## src/rtl/riscv_branch_pkg.sv

```systemverilog
// Shared encodings and BTB entry layout for the branch predict unit.
package riscv_branch_pkg;

   // Branch condition encodings (funct3)
   localparam logic [2:0] F3_BEQ  = 3'b000;
   localparam logic [2:0] F3_BNE  = 3'b001;
   localparam logic [2:0] F3_BLT  = 3'b100;
   localparam logic [2:0] F3_BGE  = 3'b101;
   localparam logic [2:0] F3_BLTU = 3'b110;
   localparam logic [2:0] F3_BGEU = 3'b111;

   // 2-bit saturating counter states; bit 1 set means predict taken
   localparam logic [1:0] SNT = 2'b00;
   localparam logic [1:0] WNT = 2'b01;
   localparam logic [1:0] WT  = 2'b10;
   localparam logic [1:0] ST  = 2'b11;

   // Tag/target fields are stored at this width; the unit supports XLEN up to 32
   localparam int unsigned BTB_XLEN = 32;

   typedef struct packed {
      logic                valid;
      logic [BTB_XLEN-1:0] tag;
      logic [BTB_XLEN-1:0] target;
      logic [1:0]          ctr;
   } btb_entry_t;

   // Saturating counter step toward the resolved direction
   function automatic logic [1:0] ctr_next(input logic [1:0] ctr, input logic taken);
      logic [1:0] res;
      if (taken) begin
         res = (ctr == ST) ? ST : ctr + 2'd1;
      end else begin
         res = (ctr == SNT) ? SNT : ctr - 2'd1;
      end
      return res;
   endfunction

endpackage

```

## src/rtl/btb_table.sv

```systemverilog
// Direct-mapped BTB storage: two combinational read ports (fetch lookup and EX
// update lookup) and one synchronous write port. Only valid bits are reset.
module btb_table
   import riscv_branch_pkg::*;
#(
   parameter int unsigned BTB_ENTRIES = 16,
   localparam int unsigned IDX = $clog2(BTB_ENTRIES)
) (
   input  logic             clk,
   input  logic             rst,
   input  logic [IDX-1:0]   fetch_idx,
   output btb_entry_t       fetch_entry,
   input  logic [IDX-1:0]   ex_idx,
   output btb_entry_t       ex_entry,
   input  logic             we,
   input  logic [IDX-1:0]   wr_idx,
   input  btb_entry_t       wr_entry
);

   logic [BTB_ENTRIES-1:0] valid_q;
   logic [BTB_XLEN-1:0]    tag_q    [BTB_ENTRIES];
   logic [BTB_XLEN-1:0]    target_q [BTB_ENTRIES];
   logic [1:0]             ctr_q    [BTB_ENTRIES];

   // Valid bits: cleared on reset, set by any write
   always_ff @(posedge clk) begin
      if (rst) begin
         valid_q <= '0;
      end else if (we) begin
         valid_q[wr_idx] <= wr_entry.valid;
      end
   end

   // Payload fields: unreset, written alongside the valid bit
   always_ff @(posedge clk) begin
      if (we) begin
         tag_q[wr_idx]    <= wr_entry.tag;
         target_q[wr_idx] <= wr_entry.target;
         ctr_q[wr_idx]    <= wr_entry.ctr;
      end
   end

   // Read ports see pre-write contents (read-before-write)
   always_comb begin
      fetch_entry.valid  = valid_q[fetch_idx];
      fetch_entry.tag    = tag_q[fetch_idx];
      fetch_entry.target = target_q[fetch_idx];
      fetch_entry.ctr    = ctr_q[fetch_idx];
      ex_entry.valid     = valid_q[ex_idx];
      ex_entry.tag       = tag_q[ex_idx];
      ex_entry.target    = target_q[ex_idx];
      ex_entry.ctr       = ctr_q[ex_idx];
   end

endmodule

```

## src/rtl/branch_predict_unit.sv

```systemverilog
// Fetch PC owner: BTB-based next-PC prediction, EX branch resolution,
// mispredict/misalign redirect and BTB training.
module branch_predict_unit
   import riscv_branch_pkg::*;
#(
   parameter int unsigned    XLEN        = 32,
   parameter logic [XLEN-1:0] RESET_PC   = '0,
   parameter logic [XLEN-1:0] TRAP_PC    = XLEN'(4),
   parameter int unsigned    BTB_ENTRIES = 16,
   localparam int unsigned   IDX         = $clog2(BTB_ENTRIES)
) (
   input  logic            clk,
   input  logic            rst,
   input  logic            stall,
   output logic [XLEN-1:0] pc,
   output logic [XLEN-1:0] pred_next,
   input  logic            ex_valid,
   input  logic            ex_branch,
   input  logic            ex_jal,
   input  logic            ex_jalr,
   input  logic [2:0]      ex_funct3,
   input  logic [XLEN-1:0] ex_pc,
   input  logic [XLEN-1:0] ex_imm,
   input  logic [XLEN-1:0] ex_rs1,
   input  logic [XLEN-1:0] ex_rs2,
   input  logic [XLEN-1:0] ex_pred_next,
   output logic [XLEN-1:0] ex_link,
   output logic            flush,
   output logic            misalign
);

   logic [IDX-1:0]      fetch_idx, ex_idx;
   logic [BTB_XLEN-1:0] fetch_tag, ex_tag;
   btb_entry_t          fetch_entry, ex_entry, wr_entry;
   logic                fetch_hit, ex_hit, we;
   logic                cond_ok, cond_taken, taken, ctrl_op, mispredict;
   logic [XLEN-1:0]     jalr_sum, target, actual_next;

   assign fetch_idx = pc[IDX+1:2];
   assign ex_idx    = ex_pc[IDX+1:2];
   assign fetch_tag = BTB_XLEN'(pc >> (IDX + 2));
   assign ex_tag    = BTB_XLEN'(ex_pc >> (IDX + 2));

   btb_table #(
      .BTB_ENTRIES (BTB_ENTRIES)
   ) u_btb (
      .clk         (clk),
      .rst         (rst),
      .fetch_idx   (fetch_idx),
      .fetch_entry (fetch_entry),
      .ex_idx      (ex_idx),
      .ex_entry    (ex_entry),
      .we          (we),
      .wr_idx      (ex_idx),
      .wr_entry    (wr_entry)
   );

   // Fetch-side prediction: BTB hit with a taken-leaning counter, else sequential
   always_comb begin
      fetch_hit = fetch_entry.valid && (fetch_entry.tag == fetch_tag);
      pred_next = (fetch_hit && fetch_entry.ctr[1]) ? fetch_entry.target[XLEN-1:0]
                                                    : pc + XLEN'(4);
   end

   // Branch condition evaluation; reserved funct3 codes resolve not-taken
   always_comb begin
      cond_ok    = 1'b1;
      cond_taken = 1'b0;
      case (ex_funct3)
         F3_BEQ:  cond_taken = (ex_rs1 == ex_rs2);
         F3_BNE:  cond_taken = (ex_rs1 != ex_rs2);
         F3_BLT:  cond_taken = ($signed(ex_rs1) < $signed(ex_rs2));
         F3_BGE:  cond_taken = ($signed(ex_rs1) >= $signed(ex_rs2));
         F3_BLTU: cond_taken = (ex_rs1 < ex_rs2);
         F3_BGEU: cond_taken = (ex_rs1 >= ex_rs2);
         default: cond_ok    = 1'b0;
      endcase
   end

   // Target, resolved next PC and redirect decisions
   always_comb begin
      jalr_sum    = ex_rs1 + ex_imm;
      target      = ex_jalr ? {jalr_sum[XLEN-1:1], 1'b0} : ex_pc + ex_imm;
      ex_link     = ex_pc + XLEN'(4);
      ctrl_op     = ex_branch | ex_jal | ex_jalr;
      taken       = ex_jal | ex_jalr | (ex_branch & cond_ok & cond_taken);
      actual_next = taken ? target : ex_link;
      misalign    = !rst && ex_valid && taken && (target[1:0] != 2'b00);
      mispredict  = !rst && ex_valid && ctrl_op && (actual_next != ex_pred_next);
      flush       = misalign | mispredict;
   end

   // BTB training: jumps always (re)allocate strong-taken; branches train on hit,
   // allocate weak-taken only when taken on a miss
   always_comb begin
      we       = 1'b0;
      wr_entry = ex_entry;
      ex_hit   = ex_entry.valid && (ex_entry.tag == ex_tag);
      if (!rst && ex_valid && !misalign) begin
         if (ex_jal || ex_jalr) begin
            we              = 1'b1;
            wr_entry.valid  = 1'b1;
            wr_entry.tag    = ex_tag;
            wr_entry.target = BTB_XLEN'(target);
            wr_entry.ctr    = ST;
         end else if (ex_branch && cond_ok) begin
            if (ex_hit) begin
               we           = 1'b1;
               wr_entry.ctr = ctr_next(ex_entry.ctr, taken);
               if (taken) begin
                  wr_entry.target = BTB_XLEN'(target);
               end
            end else if (taken) begin
               we              = 1'b1;
               wr_entry.valid  = 1'b1;
               wr_entry.tag    = ex_tag;
               wr_entry.target = BTB_XLEN'(target);
               wr_entry.ctr    = WT;
            end
         end
      end
   end

   // Fetch PC register: reset > trap > mispredict > stall > prediction
   always_ff @(posedge clk) begin
      if (rst) begin
         pc <= RESET_PC;
      end else if (misalign) begin
         pc <= TRAP_PC;
      end else if (mispredict) begin
         pc <= actual_next;
      end else if (!stall) begin
         pc <= pred_next;
      end
   end

endmodule

```

## config.mk

```make
export PLATFORM = sky130hd
export DESIGN_NAME = branch_predict_unit
export DESIGN_NICKNAME = d
export VERILOG_FILES = /design/src/rtl/riscv_branch_pkg.sv /design/src/rtl/btb_table.sv /design/src/rtl/branch_predict_unit.sv
export SDC_FILE = /design/constraint.sdc
export NUM_CORES = 2
export LEC_CHECK = 0
export BUFFER_PORTS_ARGS = -buffer_cell sky130_fd_sc_hd__buf_2
export CAP_MARGIN = 20
export CORE_UTILIZATION = 50
export DETAILED_ROUTE_END_ITERATION = 16
export PLACE_DENSITY = 0.67
export SYNTH_ARGS = -nofsm -noshare
export SYNTH_HDL_FRONTEND = slang
export SYNTH_SLANG_ARGS = --single-unit
```

## constraint.sdc

```tcl
create_clock -name clk -period 6.3 [get_ports clk]
set_input_delay 0.315 -clock clk [delete_from_list [all_inputs] [get_ports clk]]
set_output_delay 0.315 -clock clk [all_outputs]
set_load 0.05 [all_outputs]
```

# == Yosys cells after proc, flatten, opt, wreduce, memory -nomap -nowiden ==
# Memory sizes are Yosys's and may differ from the RTL's.
# Cells that the tools add are included.
# word_totals
ff_bits,48
ramBits,1056
inputBits,170
elab_cells,95
n_memories,3
# op_classes
add_sub_neg,6
order_cmp,7
n_eq_ne,17
muxes,32
bitwise_logic,7
reduce_logical,20
# mem_list
memory,depth,word_bits,rd,rd_ports_with_merged_regs,write_ports,line,text
u_btb.tag_q,16,32,2,0,1,btb_table.sv:21,logic [BTB_XLEN-1:0] tag_q [BTB_ENTRIES];
u_btb.target_q,16,32,1,0,1,btb_table.sv:22,logic [BTB_XLEN-1:0] target_q [BTB_ENTRIES];
u_btb.ctr_q,16,2,2,0,1,btb_table.sv:23,logic [1:0] ctr_q [BTB_ENTRIES];
# ops
op,count
2-to-1 mux 67 bit,4
2-to-1 mux 32 bit,6
adder 32 x 3 -> 32 bit (second input constant),2
adder 32 bit,2
equality test 32 x 26 -> 1 bit,2
>= comparator 32 bit,2
< comparator 32 bit,2
inequality test 32 bit,2
2-to-1 mux 34 bit,1
2-to-1 mux 33 bit,1
equality test 32 bit,1
bitwise mux 16 bit,1
equality test 3 bit (second input constant),4
logical AND 1 bit,11
2-to-1 mux 1 bit,11
< comparator 4 x 5 -> 1 bit (second input constant),2
inequality test 5 bit (second input constant),2
binary-select mux 1 bit (select 4 bit),2
2-to-1 mux 2 bit,3
case mux 1 bit (6 select lines),1
OR reduction 6 bit,1
bitwise OR 1 bit,5
AND reduction 5 bit,1
demux 1 bit (select 4 bit),1
17 further kinds,19

# == Logic depth before layout (Yosys ltp) ==
# depth
ltp_word,14
mapped_depth,20

# == Cells and area by module ==
# Synthesis repeated with hierarchy kept, for this count alone.
# unflattened
hier_cells,3682
area_unflattened_um2,57918.0
# modules_own_cells
mod,instances,cells_per_inst,area_each_um2
btb_table,1,2283,48049.8
branch_predict_unit,1,1399,9868.2

# == Least setup slack after synthesis ==
# Ideal clock, no wire load.
# synth_timing
path_kind,input to register
start,input ex_rs2[31]
end,"memory u_btb.ctr_q[10][0], enable pin"
setup_ns,0.427
t_arrival_ns,5.295
required_time_ns,5.873
path_slack_ns,0.578
path_stages,17
path_cell_list,inv_1 > ha_1 > nand4_1 > nor4_2 > a21oi_1 > a311o_1 > a221o_1 > nor2_2 > a21oi_4 > buf_2 > and3_1 > buf_1 > nor2_1 > nand4_1 > inv_1 > nand2_1 > nor2_1
# synth_between
elab_chain_cells,11
# synth_rtl
element,line,text
"start, declared",branch_predict_unit.sv:25,"input logic [XLEN-1:0] ex_rs2,"
>= comparator 32 bit (tied with other cells),branch_predict_unit.sv:75,F3_BGEU: cond_taken = (ex_rs1 >= ex_rs2);
case mux 1 bit (6 select lines) *,branch_predict_unit.sv:69,case (ex_funct3)
bitwise AND 1 bit *,branch_predict_unit.sv:86,taken = ex_jal | ex_jalr | (ex_branch & cond_ok & cond_taken);
bitwise OR 1 bit *,branch_predict_unit.sv:86,
logical AND 1 bit * (2 in series),branch_predict_unit.sv:88,misalign = !rst && ex_valid && taken && (target[1:0] != 2'b00);
named net misalign,branch_predict_unit.sv:29,output logic misalign
zero test 1 bit *,branch_predict_unit.sv:99,if (!rst && ex_valid && !misalign) begin
logical AND 1 bit *,branch_predict_unit.sv:99,
2-to-1 mux 1 bit *,branch_predict_unit.sv:99,
2-to-1 mux 1 bit *,btb_table.sv:36,if (we) begin
2-to-1 mux 1 bit (not written as such) *,btb_table.sv:39,ctr_q[wr_idx] <= wr_entry.ctr;
"end, declared",btb_table.sv:23,
# Mark *: on every way through the listed nets, which the timed path passes. The rest lies on a longest branch.

# == Final worst setup path ==
# layout_timing
start,register pc[2]
end,output pred_next[17]
# layout_between
elab_chain_cells,5
# layout_rtl
element,line,text
"start, declared",branch_predict_unit.sv:15,"output logic [XLEN-1:0] pc,"
"start signal, assigned",branch_predict_unit.sv:131,pc <= actual_next;
"start signal, assigned",branch_predict_unit.sv:133,pc <= pred_next;
memory read (16 x 32 bit) or binary-select mux 1 bit (select 4 bit) (tied branches),--,
equality test 32 x 26 -> 1 bit or 2-to-1 mux 1 bit (tied branches),"branch_predict_unit.sv:60, btb_table.sv:45",
logical AND 1 bit,branch_predict_unit.sv:60,fetch_hit = fetch_entry.valid && (fetch_entry.tag == fetch_tag);
logical AND 1 bit,branch_predict_unit.sv:61,pred_next = (fetch_hit && fetch_entry.ctr[1]) ? fetch_entry.target[XLEN-1:0]
2-to-1 mux 32 bit *,branch_predict_unit.sv:61,
"end, declared",branch_predict_unit.sv:16,"output logic [XLEN-1:0] pred_next,"
# Mark *: on every way between the ends. The rest lies on a longest branch, timed or not. The select of a mux whose other input is x is not followed.

==> impl_metrics.csv <==
group,metric,value,unit
logic_synthesis,synth_area_leaders,"edfxtp_1, mux4_2, ha_1",
timing,holdWs,332,ps
timing,slew_headroom,29.5,%
power_and_ir_drop,power_leakage,19.7,nW
clock_network,cts_buffer_depth,3,
logic_synthesis,syn_inst,3458,
setup_path,worstPathArrival,5570,ps
die,die_w,334,µm
logic_synthesis,synth_most_common_cell,"edfxtp_1",
logic_synthesis,async_flop_share,0,%
global_route,grt_max_degree,71,
min_path,holdPathStages,6,
logic_synthesis,syn_area,55300,µm²
route,ant_nets,0,
layout,fin_area,63000,µm²
outcome,status,"complete, no violations",
global_route,antenna_found_initial,13,
die,io_pins,268,
setup_path,cp_data_required_time,5980,ps
global_route,grt_pass1_vias,34700,
layout,drive_gt1_share,30.5,%
placement,post-place-ws,695,ps
clock_network,cts.clk_slew.worst_paths,60,ps
setup_path,worstPathMaxFanout,52,
timing,hold_viol,0,
placement,portBuffers,267,
die,die_area,112000,µm²
logic_synthesis,syn_nets,3728,
timing,fmax,0.170,GHz
route,detail_route.wl_per_cell,32.3,µm
die,die_h,334,µm
die,start_util,50.6,%
clock_network,cts_max_level,3,
clock_network,cts_setup_buffers,0,
layout,nets,4062,
placement,dp_hpwl,118000,µm
clock_network,hold_buffers,1,
power_and_ir_drop,p_per_area,281,nW/µm²
timing,final.min_clock_period,5880,ps
clock_network,clock-sinks,1104,
logic_synthesis,synth.distinct_cells,92,
timing,skew,47.8,ps
logic_synthesis,yosysTopAreaCellShare,57.4,%
timing,slew_viol_final,0,
setup_path,worst_setup_path_start_kind,"flop",
global_route,gr-usage-all-layers,31.0,%
power_and_ir_drop,irDropWorstVdd,0.238,mV
clock_network,cts_root_buf,"clkbuf_16",
layout,n_fill_cell,8376,
logic_synthesis,synth_seq_area_share,59.1,%
route,drtIter0Drc,4865,
clock_network,cts_tree,"built",
setup_path,endpoint_kind,"output pin",
logic_synthesis,synth_edf_count,1056,
clock_network,cts_resized,0,
logic_synthesis,synth_common_cells,"edfxtp_1, mux4_2, nor2_1, nand2_1, a21oi_1",
die,std_cell_rows,121,
setup_path,reg2regPathDepth,13,
timing,final-setup-viol-count,0,
logic_synthesis,avgSynthCellArea,16.0,µm²
route,wl,174000,µm
logic_synthesis,yosysTopAreaCell,"edfxtp_1",
route,num_vias,35500,
run,maxCapViolations,0,
timing,layout_setup_ws,417,ps
timing,tightest_slew,1030,ps
logic_synthesis,ys_seq_elements,1104,
global_route,globalRoute.totalOverflow,0,
timing,period_share,93.4,%
clock_network,cts_buffers,111,
route,drc_errors,0,
clock_network,clock_latency,730,ps
route,viasPerCell,6.62,
layout,syn_to_final_growth,14.0,%
route,dr.pass1.iters,7,
timing,fin_setup_tns,0,ps
timing,rsz0062_at_grt,"false",
placement,place_area,59300,µm²
logic_synthesis,yosys_warnings,0,
layout,fin_cells,5366,
die,core_area,109000,µm²
placement,globalplace.congestion,0.982,
logic_synthesis,synthFlopType,"edfxtp_1",
global_route,grt_pass1_wl,248000,µm
min_path,hp-class,"in -> reg",
placement,place_inst,5153,
setup_path,crit_type,"reg -> out",
sequential cells by signal, indices dropped and copies added, names as in the netlist:
name and count:
pc 32, u_btb.ctr_q 32, u_btb.tag_q 512, u_btb.target_q 512
u_btb.valid_q 16
metrics by stage:
stage / utilization [%] / power, mW
after floorplan: - / 10.2
after global placement: 54.3 / 11.1
after detailed placement: 54.3 / 11.1
after CTS: 57.7 / 17.7
after global routing: 57.7 / 18.2
final: 57.7 / 17.7
layout make-up:
cell class / count / area, µm² / area share [%]
clock buffer: 137 / 2910 / 4.61
clock inverter: 68 / 773 / 1.23
multi-input combinational: 2068 / 21700 / 34.4
timing repair buffer: 423 / 2800 / 4.45
sequential: 1104 / 32700 / 51.9
tap: 1476 / 1850 / 2.93
antenna: 6 / 15.0 / 0.0238
inverter: 84 / 315 / 0.500
logic make-up after synthesis:
logic type,count (synthesis),synth area share (%)
flip-flops,1104,59.1
AND/OR/NAND/NOR,744,6.80
multiplexers,588,21.3
XOR/XNOR,185,2.96
adder cells (fa/ha/maj),101,2.31
AO/OA/AOI/OAI,450,5.37
buffers and inverters,286,2.16
worst max-delay path, cell delays in order (launching register included):
cell and delay, ps:
dfxtp_4 960, buf_4 360, mux4_2 530, mux4_2 550, xnor2_1 170, nand4_1 100, or4_1 460, a2111o_1 410
nor4_4 200, buf_12 270, mux2_2 480, buf_2 240
worst paths after layout:
kind | from | endpoint | slack (ps)
worst min-delay path | ex_pred_next[25] | pc[2] | 330
worst max register to register | pc[2] | pc[5] | 980
worst min register to register | u_btb.valid_q[9] | u_btb.valid_q[9] | 500
worst max-delay path | pc[2] | pred_next[17] | 420
metal layers:
layer  global-route usage (%)  part of all wire (%)
met5                        0                 0.046
met4                     12.2                   4.1
met3                     6.11                    11
met2                     48.3                    47
met1                     43.4                    39
cell usage in the layout, fill, tap and decap left out, types with 12 or more instances in the layout:
master     synthesis  final
and3_1            36     36
o21a_1            30     30
or2_2             12     12
a21oi_1          120    120
nor3_1            53     53
buf_4             11    133
nor2b_1           23     22
nand3_1           67     67
clkbuf_1         104     23
nor2_4             0     32
nor2_1           189    156
a211o_1           12     12
o211ai_1          36     36
or3_1             21     21
nand2_1          172    172
buf_12             0     22
o31ai_1           13     13
a211oi_1          21     21
or4_1             16     16
o21ai_0           73     73
nor4_1            35     35
nand2b_1          15     15
clkinv_1           0     14
a31oi_1           18     18
clkbuf_16          0    111
o22ai_1           12     12
mux4_2           464    464
edfxtp_1        1056   1056
bufinv_16          0     12
inv_1             84     84
xor2_1            72     72
mux2_2            63     63
dfxtp_1           48     44
clkinv_2           0     20
a21o_1            26     26
mux2i_1           60     60
xnor2_1          112    112
ha_1              98     98
buf_2             46    264
nand4_1           41     41
where the power goes:
part           internal (mW)  switching, mW  total (mW)
clock network           3.79           2.87        6.66
logic                  0.993           1.70        2.69
registers               8.19          0.141        8.33
(Power assumes the default switching activity.)
